$ cat config.mk
export PLATFORM = sky130hd
export DESIGN_NAME = ifetch_flat
export DESIGN_NICKNAME = d
export VERILOG_FILES = /design/src/rtl/ifetch_if.sv /design/src/rtl/ifetch.sv /design/src/flat_wrapper.sv
export SDC_FILE = /design/constraint.sdc
export NUM_CORES = 1
export LEC_CHECK = 0
export ABC_AREA = 1
export CAP_MARGIN = 20
export CORE_MARGIN = 2
export CORE_UTILIZATION = 55
export CTS_BUF_LIST = sky130_fd_sc_hd__clkbuf_2 sky130_fd_sc_hd__clkbuf_4 sky130_fd_sc_hd__clkbuf_8
export DETAILED_ROUTE_END_ITERATION = 6
export GPL_TIMING_DRIVEN = 1
export HOLD_SLACK_MARGIN = 0.15
export PLACE_DENSITY = 0.74
export REMOVE_ABC_BUFFERS = 1
export SYNTH_ARGS = -nofsm -noshare
export SYNTH_HDL_FRONTEND = slang
export SYNTH_SLANG_ARGS = --single-unit
$ cat constraint.sdc
create_clock -name clk -period 9.4 [get_ports clk]
set_input_delay 1.41 -clock clk [delete_from_list [all_inputs] [get_ports clk]]
set_output_delay 1.41 -clock clk [all_outputs]
set_load 0.05 [all_outputs]
$ cat src/rtl/ifetch_if.sv
// ifetch_if: memory-controller fetch channel, redirect strobe and instruction slot.
interface ifetch_if;
    logic        mc_if_en;
    logic [31:0] mc_if_pc;
    logic [31:0] mc_if_data;
    logic        mc_if_done;
    logic        jump_en;
    logic [31:0] jump_pc;
    logic        inst_valid;
    logic        inst_ready;
    logic [31:0] inst_data;
    logic [31:0] inst_pc;
    modport master (
        output mc_if_en, mc_if_pc, inst_valid, inst_data, inst_pc,
        input  mc_if_data, mc_if_done, jump_en, jump_pc, inst_ready
    );
    modport slave (
        input  mc_if_en, mc_if_pc, inst_valid, inst_data, inst_pc,
        output mc_if_data, mc_if_done, jump_en, jump_pc, inst_ready
    );
endinterface

$ cat src/rtl/ifetch.sv
// ifetch: instruction fetch with a direct-mapped one-word-per-line cache and single outstanding miss.
module ifetch #(
    parameter int          ICACHE_LINES = 16,
    parameter logic [31:0] RESET_PC     = 32'h0
) (
    input logic      clk,
    input logic      rst,
    input logic      rdy,
    ifetch_if.master bus
);
    localparam int IDX = $clog2(ICACHE_LINES);
    localparam int TW  = 16 - IDX;
    typedef enum logic {RUN, MISS} state_t;
    state_t                  state_q, state_d;
    logic [31:0]             pc_q, pc_d, miss_addr_q, miss_addr_d;
    logic [31:0]             inst_data_q, inst_data_d, inst_pc_q, inst_pc_d;
    logic                    inst_valid_q, inst_valid_d;
    logic [31:0]             data_mem [ICACHE_LINES];
    logic [TW-1:0]           tag_mem [ICACHE_LINES];
    logic [ICACHE_LINES-1:0] valid_q;
    logic [IDX-1:0]          pc_idx, miss_idx;
    logic [TW-1:0]           pc_tag, miss_tag;
    logic                    slot_free, hit, fill;
    assign pc_idx    = pc_q[IDX+1:2];
    assign pc_tag    = pc_q[17:IDX+2];
    assign miss_idx  = miss_addr_q[IDX+1:2];
    assign miss_tag  = miss_addr_q[17:IDX+2];
    assign slot_free = !inst_valid_q || bus.inst_ready;
    assign hit       = valid_q[pc_idx] && tag_mem[pc_idx] == pc_tag;
    assign fill      = state_q == MISS && bus.mc_if_done;
    always_ff @(posedge clk or negedge rst) begin
        if (!rst) state_q <= RUN;
        else if (rdy) state_q <= state_d;
    end
    always_comb begin
        state_d = state_q == RUN ? ((!bus.jump_en && slot_free && !hit) ? MISS : RUN)
                                 : (bus.mc_if_done ? RUN : MISS);
    end
    always_comb begin
        bus.mc_if_en = state_q == MISS;
        bus.mc_if_pc = miss_addr_q;
    end
    // A jump discards any same-cycle hit; a pending miss keeps running until its fill lands.
    always_comb begin
        pc_d         = pc_q;
        miss_addr_d  = miss_addr_q;
        inst_valid_d = inst_valid_q;
        inst_data_d  = inst_data_q;
        inst_pc_d    = inst_pc_q;
        if (bus.jump_en) begin
            pc_d         = {bus.jump_pc[31:2], 2'b00};
            inst_valid_d = 1'b0;
        end else if (state_q == RUN && slot_free) begin
            inst_valid_d = hit;
            if (hit) begin
                inst_data_d = data_mem[pc_idx];
                inst_pc_d   = pc_q;
                pc_d        = pc_q + 32'd4;
            end else begin
                miss_addr_d = {pc_q[31:2], 2'b00};
            end
        end else if (state_q == MISS && bus.inst_ready) begin
            inst_valid_d = 1'b0;
        end
    end
    always_ff @(posedge clk or negedge rst) begin
        if (!rst) begin
            pc_q         <= RESET_PC;
            miss_addr_q  <= '0;
            inst_valid_q <= 1'b0;
            inst_data_q  <= '0;
            inst_pc_q    <= '0;
            valid_q      <= '0;
        end else if (rdy) begin
            pc_q         <= pc_d;
            miss_addr_q  <= miss_addr_d;
            inst_valid_q <= inst_valid_d;
            inst_data_q  <= inst_data_d;
            inst_pc_q    <= inst_pc_d;
            if (fill) valid_q[miss_idx] <= 1'b1;
        end
    end
    always_ff @(posedge clk) begin
        if (rdy && fill) begin
            data_mem[miss_idx] <= bus.mc_if_data;
            tag_mem[miss_idx]  <= miss_tag;
        end
    end
    assign bus.inst_valid = inst_valid_q;
    assign bus.inst_data  = inst_data_q;
    assign bus.inst_pc    = inst_pc_q;
endmodule

$ cat src/flat_wrapper.sv
// flat-port wrapper written by rule: the top's interface ports become plain ports
module ifetch_flat 
#(
    parameter int          ICACHE_LINES = 16,
    parameter logic [31:0] RESET_PC     = 32'h0
)
  (clk, rst, rdy, bus_mc_if_en, bus_mc_if_pc, bus_inst_valid, bus_inst_data, bus_inst_pc, bus_mc_if_data, bus_mc_if_done, bus_jump_en, bus_jump_pc, bus_inst_ready);
  ifetch_if bus_i ();
  input logic clk;
  input logic rst;
  input logic rdy;
  output wire logic [$bits(bus_i.mc_if_en)-1:0] bus_mc_if_en;
  output wire logic [$bits(bus_i.mc_if_pc)-1:0] bus_mc_if_pc;
  output wire logic [$bits(bus_i.inst_valid)-1:0] bus_inst_valid;
  output wire logic [$bits(bus_i.inst_data)-1:0] bus_inst_data;
  output wire logic [$bits(bus_i.inst_pc)-1:0] bus_inst_pc;
  input wire logic [$bits(bus_i.mc_if_data)-1:0] bus_mc_if_data;
  input wire logic [$bits(bus_i.mc_if_done)-1:0] bus_mc_if_done;
  input wire logic [$bits(bus_i.jump_en)-1:0] bus_jump_en;
  input wire logic [$bits(bus_i.jump_pc)-1:0] bus_jump_pc;
  input wire logic [$bits(bus_i.inst_ready)-1:0] bus_inst_ready;
  assign bus_mc_if_en = bus_i.mc_if_en;
  assign bus_mc_if_pc = bus_i.mc_if_pc;
  assign bus_inst_valid = bus_i.inst_valid;
  assign bus_inst_data = bus_i.inst_data;
  assign bus_inst_pc = bus_i.inst_pc;
  assign bus_i.mc_if_data = bus_mc_if_data;
  assign bus_i.mc_if_done = bus_mc_if_done;
  assign bus_i.jump_en = bus_jump_en;
  assign bus_i.jump_pc = bus_jump_pc;
  assign bus_i.inst_ready = bus_inst_ready;
  ifetch #(.ICACHE_LINES(ICACHE_LINES), .RESET_PC(RESET_PC)) u_core (.clk(clk), .rst(rst), .rdy(rdy), .bus(bus_i));
endmodule
==> results summary <==
The wire-length estimate of the detail-placed layout is 41900 um. The capture instance of the worst register-to-register path is u_core.bus.inst_data[9]. The DRC violations left came out at 0. The insertion delay of the later-clocked pin in the worst-skew pair came out at 0.81 ns. The minimum setup slack among reg-to-reg paths came out at about 4.7 ns. Clock-pin slew was measured on the worst setup and hold paths at 0.07 ns. The total length of routed wires came out at 85870 um. The count of input and output buffers came out at 161. The final net count is 3261. The maximum fanout along the worst path is ~230. The endpoint with the worst hold slack is u_core.valid_q[3]. The number of cells produced by synthesis came out at between 3k and 4k. After synthesis the cells add up to ~35000 um^2.

The flow ran to the end, and the final reports show no timing, DRC or antenna violations. The portion of the post-synthesis area used by sequential elements is 0.7114. The floorplan step defined a core boundary enclosing around 63000 um^2. The worst ir drop on vdd is between 0.15 and 0.2 mV. The hold-fix buffer count after cts came out at 0.

The total routing resource utilization after global routing is 0.2665. The worst hold path depth is 1. The clock tree from TritonCTS is built. The routed length per placed instance came out at 20.69 um. The delay contributed by the slowest stage of the critical path is 1.06 ns. For this design the ratio of total power to cell area is 231.2 nW/um^2. The number of warning messages in the yosys log is 0. In this run the static leakage power is 0.01496 uW. The final weighted congestion of routability-driven global placement came out at ~0.85.

The kind of start point of the critical path is a flip-flop. The placed instance count came out at 3898. The startpoint identified for the worst hold timing path is u_core.valid_q[3]. In this run, synthesis produced a sequential element count of 844.

The buffer depth of the longest clock path came out at 3. The signal on the critical path passes through buf_12 > o21ai_0 > o211ai_1 > nand3_1 > nand2_1 > nand2_1 > nand2_1 > nand2_1 > nor2_2 > nand2_2 > nor2_4 > buf_12 > nand2_1 > o21ai_2 > inv_2. The worst pin sits at a relative slew slack of 0.2051. The filler-free cell count of the finished design came out at ~4.2k. The setup path with the least slack is of type reg -> reg. The slew at the pin closest to its max-slew limit came out at roughly 1.2 ns. The number of cells upsized or downsized after cts is 0. The clock skew after layout is 0.03265 ns. Dividing the detail-routed via count by the number of cells gives 5.691. The setup slack after layout came out at 4.653 ns. The number of levels in the clock H-tree is 4. The total count of max-transition violations in the final report came out at 0. The ratio of cells with drive above 1 in the final layout is 0.1118. The area occupied by multi-input gates is 8404 um^2. The synthesis-to-finish area growth came out at 14.66%. The number of antenna violations at the first check in global routing came to 3. Setup repair after global routing left no endpoint under its margin. The TritonCTS sink count came out at 844. 168 I/O pins were placed. The number of DRC markers after the initial detailed-route iteration is 2595. The number of clock buffers added by TritonCTS is 135. The die area came out at around 65000 um^2. The depth of the most critical reg-to-reg path came out at 15. The area taken by flip-flops and latches is 24650 um^2.

The first global-routing pass estimated 130100 um of wire. The worst path arrival time is between 5 and 6 ns. The worst hold path belongs to the class reg -> reg. The via count of the routed design came out at 23.62k. The final-layout fill cell count is 4627. Data on the critical path is required at its endpoint by about 10 ns. The distinct cell type count of the synthesized netlist came out at 34. STA classifies the critical path endpoint as a flip-flop. The post-layout total power is 9184 uW. Setup violations remaining at the end of the flow were counted as 0. The number of failing hold endpoints at the final stage is 0. The number of post-CTS setup repair buffers came out at 0. The width of the chip came out at 255.0 um.

Timing analysis after detailed placement gives a worst setup slack of 4.565 ns. In this design, the critical path's most frequently occurring cell is sky130_fd_sc_hd__nand2_1. The worst register-to-register path begins at u_core.pc_q[2]. The share of the clock period used by the worst path is 0.5050. The total global routing overflow is 0. The y dimension of the die came out at 255.0 um. For this configuration, the core starts out at a cell density of 0.5532. The worst path needs 4.747 ns of the cycle, external delays included.

The site row count is 92. Static timing analysis puts the maximum clock frequency at 210.7 MHz. The iteration count of the initial detailed-routing pass is 7.

The via count of the first global-routing pass was ~23k. The largest net degree at the start of global routing is approximately 230. Clock tree synthesis selected as its root buffer the cell sky130_fd_sc_hd__clkbuf_8. The number of maximum-capacitance constraint violations is 0. The largest individual stage delay along the critical path comes from the cell sky130_fd_sc_hd__dfrtp_4.

The final antenna-violating net count came out at 0. The mean instance size in the synthesized netlist came out at 11.41 um^2.
==> cells in the final DEF, fill, tap and decap left out, drive strengths merged, types with 5 or more instances in the layout <==
master and instances:
edfxtp 704, nand2 531, nor2 448, o21ai 446
inv 220, clkbuf 197, clkdlybuf4s50 160, nand3 141
dfrtp 140, o22ai 96, buf 38, clkinv 35
a31oi 34, a22o 32, xor2 16, a21oi 12
nor3 11, or2 8, nand4 7, clkinvlp 7
bufinv 6, diode 5
==> logic make-up after synthesis <==
family                     after synthesis  synth area share
buffers and inverters                  403           0.04995
and+or+nand+nor                       1147            0.1322
xor gates and xnor gates                16          0.004045
adders and majority gates                1         0.0003611
other                                    1         0.0001083
AOI/OAI and AO/OA                      625            0.1020
DFF                                    844            0.7114
==> sequential cells by signal, indices dropped and copies added, names as in the netlist <==
signal	flops
u_core.data_mem	512
u_core.tag_mem	192
u_core.bus.inst_data	32
u_core.bus.inst_pc	30
u_core.bus.mc_if_pc	30
u_core.pc_q	30
u_core.valid_q	16
u_core.bus.inst_valid	1
u_core.bus.mc_if_en	1
==> cell usage after synthesis <==
library cell / n / area, um^2
sky130_fd_sc_hd__o21ai_1: 51 / 255.2
sky130_fd_sc_hd__inv_4: 1 / 6.260
sky130_fd_sc_hd__a31oi_1: 34 / 212.7
sky130_fd_sc_hd__nor2_4: 3 / 33.78
sky130_fd_sc_hd__clkbuf_1: 97 / 364.1
sky130_fd_sc_hd__nor2_1: 442 / 1659
sky130_fd_sc_hd__inv_1: 176 / 660.6
sky130_fd_sc_hd__nand4_1: 7 / 43.79
sky130_fd_sc_hd__o211ai_1: 4 / 30.03
sky130_fd_sc_hd__nor3_1: 10 / 50.05
sky130_fd_sc_hd__buf_1: 8 / 30.03
sky130_fd_sc_hd__nand2_1: 530 / 1989
sky130_fd_sc_hd__dfrtp_1: 140 / 3503
sky130_fd_sc_hd__nor2_2: 3 / 18.77
sky130_fd_sc_hd__nand2_2: 1 / 6.260
sky130_fd_sc_hd__conb_1: 1 / 3.750
sky130_fd_sc_hd__xor2_1: 16 / 140.1
sky130_fd_sc_hd__a22o_1: 32 / 280.3
sky130_fd_sc_hd__buf_6: 14 / 157.7
sky130_fd_sc_hd__o21ai_2: 29 / 254.0
sky130_fd_sc_hd__ha_1: 1 / 12.51
sky130_fd_sc_hd__o21ai_0: 366 / 1832
sky130_fd_sc_hd__or2_2: 8 / 50.05
sky130_fd_sc_hd__buf_2: 55 / 275.3
sky130_fd_sc_hd__nor4_1: 1 / 6.260
sky130_fd_sc_hd__nor3_4: 1 / 16.27
sky130_fd_sc_hd__buf_4: 11 / 82.58
sky130_fd_sc_hd__clkinv_1: 3 / 11.26
sky130_fd_sc_hd__o22ai_1: 96 / 600.6
sky130_fd_sc_hd__edfxtp_1: 704 / 21140
sky130_fd_sc_hd__inv_2: 38 / 142.6
sky130_fd_sc_hd__o31ai_1: 1 / 7.510
sky130_fd_sc_hd__a21oi_1: 12 / 60.06
sky130_fd_sc_hd__nand3_1: 141 / 705.7
==> layout make-up <==
class                      instances  share of cell area
clock buffer                     197             0.06023
sequential                       844              0.6206
tap                              846             0.02665
antenna                            5           0.0003150
multi-input combinational       1793              0.2116
inverter                         218             0.02085
timing repair buffer             198             0.04873
clock inverter                    50             0.01103
==> power breakdown <==
group          switching, uW  total, uW  internal, uW
logic                   1040       1490           454
registers                180       4430          4250
clock network           1450       3260          1810
total                   2660       9180          6520
==> per-stage QoR <==
stage | hold WS [ns] | instance area (um^2) | utilization | TNS, ns
floorplan | 0.4276 | 33740 | - | -316.68
global placement | 0.4384 | 36850 | 0.5885 | 0
detailed placement | 0.4471 | 36850 | 0.5885 | 0
CTS | 0.4624 | 39680 | 0.6337 | 0
global route | 0.4874 | 39720 | 0.6342 | 0
finish | 0.4652 | 39720 | 0.6343 | 0
==> worst max-delay path by stage <==
stage / start / to / cells past startpoint
after global placement: u_core.pc_q[3] / u_core.bus.inst_data[9] / 18
after global routing: u_core.pc_q[2] / u_core.bus.inst_pc[8] / 17
after detailed placement: u_core.pc_q[3] / u_core.bus.inst_data[9] / 18
after floorplan: u_core.pc_q[2] / u_core.bus.inst_data[10] / 17
after CTS: u_core.pc_q[3] / u_core.bus.inst_pc[26] / 18
final: u_core.pc_q[2] / u_core.bus.inst_data[9] / 15
==> critical path, delay by kind of cell (launching register included) <==
kind	cells	cell delay, ns
simple gates	9	1.46
flops	1	1.06
buf+inv	3	1.06
compound gates	3	0.61
==> per-layer routing <==
metal | wire, um | track usage | part of all wire | vias up
li1 | - | - | - | 10829
met1 | 33060 | 0.3393 | 0.39 | 11523
met2 | 43110 | 0.4484 | 0.50 | 1067
met3 | 6970 | 0.05268 | 0.081 | 204
met4 | 2721 | 0.1140 | 0.032 | 0
met5 | 0 | 0 | 0 | -
No activity file was read; power rests on OpenSTA's default activity.
